[config.mk]
export PLATFORM = sky130hd
export DESIGN_NAME = wb
export DESIGN_NICKNAME = d
export VERILOG_FILES = /design/src/rtl/wb.sv
export SDC_FILE = /design/constraint.sdc
export NUM_CORES = 1
export LEC_CHECK = 0
export ABC_CLOCK_PERIOD_IN_PS = 8750
export CORE_MARGIN = 3
export CORE_UTILIZATION = 46
export DETAILED_ROUTE_END_ITERATION = 16
export PLACE_DENSITY = 0.8
export SLEW_MARGIN = 0
export SYNTH_ARGS = -nofsm -noshare
export SYNTH_HDL_FRONTEND = slang
export SYNTH_SLANG_ARGS = --single-unit
[constraint.sdc]
create_clock -name clk -period 8.75 [get_ports clk]
set_input_delay 1.75 -clock clk [delete_from_list [all_inputs] [get_ports clk]]
set_output_delay 1.75 -clock clk [all_outputs]
set_load 0.005 [all_outputs]
[src/rtl/wb.sv]
`default_nettype none
// +--------------------------------------------------------------------------+
// | wb : writeback stage - load completion, register-file write, instret     |
// | Revision: 1.0                                                            |
// +--------------------------------------------------------------------------+

package wb_cfg_pkg;
    localparam int ADDR_W     = 32;
    localparam int INSTR_W    = 32;
    localparam int WORD_W     = 32;
    localparam int REG_IDX_W  = 5;
    localparam int MEM_OP_W   = 4;
    localparam int DEST_SRC_W = 2;

    typedef enum logic [MEM_OP_W-1:0] {
        MEM_OP_NONE = 4'd0,
        MEM_OP_LB   = 4'd1,
        MEM_OP_LH   = 4'd2,
        MEM_OP_LW   = 4'd3,
        MEM_OP_LBU  = 4'd4,
        MEM_OP_LHU  = 4'd5,
        MEM_OP_SB   = 4'd6,
        MEM_OP_SH   = 4'd7,
        MEM_OP_SW   = 4'd8
    } mem_op_e;

    typedef enum logic [DEST_SRC_W-1:0] {
        DEST_SRC_NONE = 2'd0,
        DEST_SRC_ALU  = 2'd1,
        DEST_SRC_MEM  = 2'd2
    } dest_src_e;
endpackage

module wb
    import wb_cfg_pkg::*;
(
    input  logic                  clk,
    input  logic                  reset,
    input  logic                  clr,
    input  logic                  stall,
    input  logic                  i_valid,
    input  logic [ADDR_W-1:0]     i_pc,
    input  logic [INSTR_W-1:0]    i_instr,
    input  logic [WORD_W-1:0]     i_alu_result,
    input  logic [MEM_OP_W-1:0]   i_mem_op,
    input  logic [DEST_SRC_W-1:0] i_dest_src,
    input  logic [REG_IDX_W-1:0]  i_dest_reg,
    input  logic [WORD_W-1:0]     i_dmem_rdata,
    input  logic                  i_dmem_rvalid,
    output logic [ADDR_W-1:0]     o_pc,
    output logic [INSTR_W-1:0]    o_instr,
    output logic                  o_wb_dest_en,
    output logic [REG_IDX_W-1:0]  o_wb_dest_reg,
    output logic [WORD_W-1:0]     o_wb_dest_data,
    output logic                  o_stall_req,
    output logic [63:0]           o_instret
);

    typedef enum logic [1:0] {
        ST_IDLE      = 2'd0,
        ST_LOAD_WAIT = 2'd1,
        ST_LOAD_DONE = 2'd2
    } state_t;

    state_t                r_state;
    state_t                w_state_next;

    logic                  r_valid;
    logic [ADDR_W-1:0]     r_pc;
    logic [INSTR_W-1:0]    r_instr;
    logic [WORD_W-1:0]     r_alu;
    logic [MEM_OP_W-1:0]   r_mem_op;
    logic [DEST_SRC_W-1:0] r_dest_src;
    logic [REG_IDX_W-1:0]  r_dest_reg;
    logic [WORD_W-1:0]     r_ld;
    logic                  r_counted;
    logic [63:0]           r_instret;

    logic                  w_capture;
    logic                  w_in_is_load;
    logic                  w_count;
    logic [7:0]            w_byte;
    logic [15:0]           w_half;
    logic [WORD_W-1:0]     w_ld_data;

    assign w_capture    = ~clr & ~stall & (r_state != ST_LOAD_WAIT);
    assign w_in_is_load = i_valid & (i_mem_op inside {MEM_OP_LB, MEM_OP_LH, MEM_OP_LW,
                                                      MEM_OP_LBU, MEM_OP_LHU});
    // The counted flag keeps a stalled instruction from retiring more than once.
    assign w_count      = r_valid & (r_state != ST_LOAD_WAIT) & ~r_counted;

    always_ff @(posedge clk or posedge reset) begin
        if (reset) begin
            r_state <= ST_IDLE;
        end else begin
            r_state <= w_state_next;
        end
    end

    always_comb begin
        w_state_next = r_state;
        if (clr) begin
            w_state_next = ST_IDLE;
        end else begin
            case (r_state)
                ST_IDLE: begin
                    if (w_capture && w_in_is_load) begin
                        w_state_next = ST_LOAD_WAIT;
                    end
                end
                ST_LOAD_WAIT: begin
                    if (i_dmem_rvalid) begin
                        w_state_next = ST_LOAD_DONE;
                    end
                end
                ST_LOAD_DONE: begin
                    w_state_next = (w_capture && w_in_is_load) ? ST_LOAD_WAIT : ST_IDLE;
                end
                default: begin
                    w_state_next = ST_IDLE;
                end
            endcase
        end
    end

    always_ff @(posedge clk or posedge reset) begin
        if (reset) begin
            r_valid    <= 1'b0;
            r_pc       <= '0;
            r_instr    <= '0;
            r_alu      <= '0;
            r_mem_op   <= '0;
            r_dest_src <= '0;
            r_dest_reg <= '0;
        end else if (clr) begin
            r_valid    <= 1'b0;
        end else if (w_capture) begin
            r_valid    <= i_valid;
            r_pc       <= i_pc;
            r_instr    <= i_instr;
            r_alu      <= i_alu_result;
            r_mem_op   <= i_mem_op;
            r_dest_src <= i_dest_src;
            r_dest_reg <= i_dest_reg;
        end
    end

    // Little-endian lane select; halfwords ignore address bit 0, words ignore both.
    always_comb begin
        w_byte    = i_dmem_rdata[{r_alu[1:0], 3'b000} +: 8];
        w_half    = i_dmem_rdata[{r_alu[1], 4'b0000} +: 16];
        w_ld_data = i_dmem_rdata;
        case (r_mem_op)
            MEM_OP_LB:  w_ld_data = {{24{w_byte[7]}}, w_byte};
            MEM_OP_LBU: w_ld_data = {24'd0, w_byte};
            MEM_OP_LH:  w_ld_data = {{16{w_half[15]}}, w_half};
            MEM_OP_LHU: w_ld_data = {16'd0, w_half};
            default:    w_ld_data = i_dmem_rdata;
        endcase
    end

    always_ff @(posedge clk or posedge reset) begin
        if (reset) begin
            r_ld <= '0;
        end else if (!clr && (r_state == ST_LOAD_WAIT) && i_dmem_rvalid) begin
            r_ld <= w_ld_data;
        end
    end

    always_ff @(posedge clk or posedge reset) begin
        if (reset) begin
            r_counted <= 1'b0;
            r_instret <= 64'd0;
        end else begin
            if (clr || w_capture) begin
                r_counted <= 1'b0;
            end else if (w_count) begin
                r_counted <= 1'b1;
            end
            if (w_count) begin
                r_instret <= r_instret + 64'd1;
            end
        end
    end

    assign o_pc           = r_pc;
    assign o_instr        = r_instr;
    assign o_wb_dest_reg  = r_dest_reg;
    assign o_wb_dest_data = (r_dest_src == DEST_SRC_MEM) ? r_ld : r_alu;
    assign o_wb_dest_en   = r_valid & (r_dest_reg != '0) & (r_dest_src != DEST_SRC_NONE)
                          & (r_state != ST_LOAD_WAIT);
    assign o_stall_req    = (r_state == ST_LOAD_WAIT);
    assign o_instret      = r_instret;

endmodule

`default_nettype wire

==> impl_metrics.ini <==
[status]
outcome = complete, no violations

[yosys]
synth_top_cell_by_area = dfrtp_1
ys.flop_type = dfrtp_1
synth.distinct_cells = 46
mappedNetlistArea_sq_um = 9400
synth-edff-count = 0
synthTopCellsByArea = dfrtp_1, mux2_2, xor2_1, nor2_1, nand2_1
synthCells = 808
ys_seq_area_share_pct = 55.1
synth-seq-cells = 207
synth.most_common_cell = dfrtp_1
synth_nets = 954
syn_avg_cell_area_sq_um = 11.6
async_reset_ff_share_pct = 100
yosysWarningCount = 0
synthTopCellsByCount = dfrtp_1, mux2_2, nor2_1
synth_top_area_share_pct = 55.1

[final_layout]
multi_input_area_sq_um = 3980
antenna_cells = 0
largest_reg_flops = 64
instances_no_fill = 1391
fill_cells = 1474
area_delta_synth_final_pct = 43.0
seqCellArea_sq_um = 5180
drive_gt1_share_pct = 18.0
final_area_sq_um = 13400
nets = 1256

[critical_path]
worstPathMaxFanout = 32
cp-start-kind = flop
arrival_ps = 2460
cp-end-kind = output port
crit_slowest_cell = nand2b_2
path_class = flop to output port
cp.required_ps = 7000
critPathMaxStageDelay_ps = 680
crit_chain = nand2b_2 -> mux2_2 -> clkdlybuf4s50_1

[die]
num_rows = 51
die_h_microns = 149
die_w_microns = 149
start_util_pct = 47.5
core-area_sq_um = 19800
die_area_sq_um = 22200
io_pins = 312

[route]
vias = 7360
drc = 0
dr.first_iter.drc_count = 419
wl_per_cell_microns = 18.4
via_per_inst = 5.29
ant_nets = 0
drt-total-wl_microns = 25700
dr.pass1.iters = 5

[pwr]
p_sw_w = 0.000683
pwr-share-seq_pct = 44.0
pwr-share-clk_pct = 34.4
p_int_w = 0.00198
p_comb_share_pct = 21.6
p_per_area_nw_per_um2 = 198
leakage_nw = 5.77
switching_share_pct = 25.7
vdd_drop_max_mv = 0.154

[placed_design]
hpwl_microns = 18400
port_buffers = 311
globalplace.congestion = 0.880
placedCellCount = 1350
dpl_cell_area_sq_um = 12700

[sta]
clock-skew-final_ps = 9.52
final.min_clock_period_ps = 4210
tns_ps = 0
whs_ps = 484
setup_violations = 0
fmax_ghz = 0.237
slew_headroom_pct = 27.9
rsz0062_at_grt = false
slew_viol_final = 0
hold_viol = 0
worst_slew_pin_slew_ps = 1080
fin_crit_sh_pct = 48.1

[global_route]
grt_overflow = 0
antenna_found_initial = 0
grt_pass1_wl_microns = 40800
grt_max_degree = 131
grt_pass1_vias = 7592
grtUsageMet1_pct = 29.0
grtUsageMet3_pct = 4.92
grt_use_met2_pct = 39.1
gr-usage-all-layers_pct = 22.6
globalRoute.busiestLayer = met2

[cts]
cts_made_buffers = 23
clockBufferDepth = 3
insertion_delay_ps = 510
cts_tree = yes
hold_buffers = 0
cts_resized = 0
cts_root_buf = clkbuf_16
cts_max_level = 1
post-cts-setup-buffers = 0
clk_pin_slew_ps = 60
cts.sinks = 207

[flow_run]
max-cap-violations = 0

[worst_hold_path]
hold_class = flop to flop
## cell families (layout without fill, tap and decap cells)
kind of cell,after synthesis,in the layout,share of synthesized area [%]
mux,146,146,17.6
xor+xnor,64,64,5.97
flops,207,207,55.1
compound gates,77,77,4.85
fa+ha+maj,1,1,0.133
simple gates,253,253,13.7
buf+inv,60,378,2.64
## metrics by stage
| step | worst slack (ps) | utilization [%] | total power, W |
|---|---|---|---|
| CTS | 4490 | 67.9 | 0.00268 |
| finish | 4540 | 67.9 | 0.00266 |
| floorplan | 1350 | - | 0.00142 |
| global route | 4360 | 67.9 | 0.00278 |
| detailed placement | 4160 | 64.3 | 0.00176 |
| global placement | 4260 | 64.3 | 0.00175 |
## layout by cell type (no fill, tap or decap), types with 6 or more instances in the layout
master,Yosys,routed
a21oi_1,29,29
and3_1,8,8
clkbuf_1,22,7
clkbuf_16,0,23
clkbuf_8,0,6
clkdlybuf4s50_1,0,311
dfrtp_1,207,207
inv_1,20,19
mux2_2,143,143
nand2_1,64,63
nand3_1,27,27
nand4_1,19,19
nor2_1,70,70
nor3_1,28,28
o21ai_0,23,23
xnor2_1,25,25
xor2_1,39,39
## path summary, 6_finish.rpt
kind	slack, ps	cells after the start	endpoint	from
hold reg to reg	480	1	o_instret[60]	o_instret[60]
hold / removal	480	1	o_instret[60]	o_instret[60]
max in group asynchronous	5350	3	o_pc[22]	reset
setup reg to reg	5560	8	r_ld[11]	r_state[1]
setup / recovery	4540	3	o_wb_dest_data[18]	r_dest_src[0]
min in group asynchronous	1860	2	o_instret[29]	reset
## critical path: cells and delay by family, from the launching register on
family                 cells  cell delay [ps]
and+or+nand+nor            1              680
muxes                      1              410
buffers and inverters      1              510
DFF                        1              360
## power by group through the flow
stage	Clock (W)	Combinational [W]	Sequential (W)
floorplan	0	0.000266	0.00116
global placement	0	0.000566	0.00118
detailed placement	0	0.000579	0.00118
CTS	0.000932	0.000582	0.00117
global route	0.000978	0.000622	0.00119
finish	0.000914	0.000576	0.00117
## final cells by class
class / count / area share (%)
tap: 265 / 2.47
timing repair buffer: 316 / 23.4
sequential: 207 / 38.5
clock inverter: 5 / 0.214
inverter: 21 / 0.642
multi-input combinational: 541 / 29.6
clock buffer: 36 / 5.09
## routing by layer
metal,vias up,wire (microns)
met3,46,1740
met4,0,705
met1,3601,10300
li1,3428,-
met5,-,0
met2,285,12900
No activity file was read; power rests on OpenSTA's default activity.
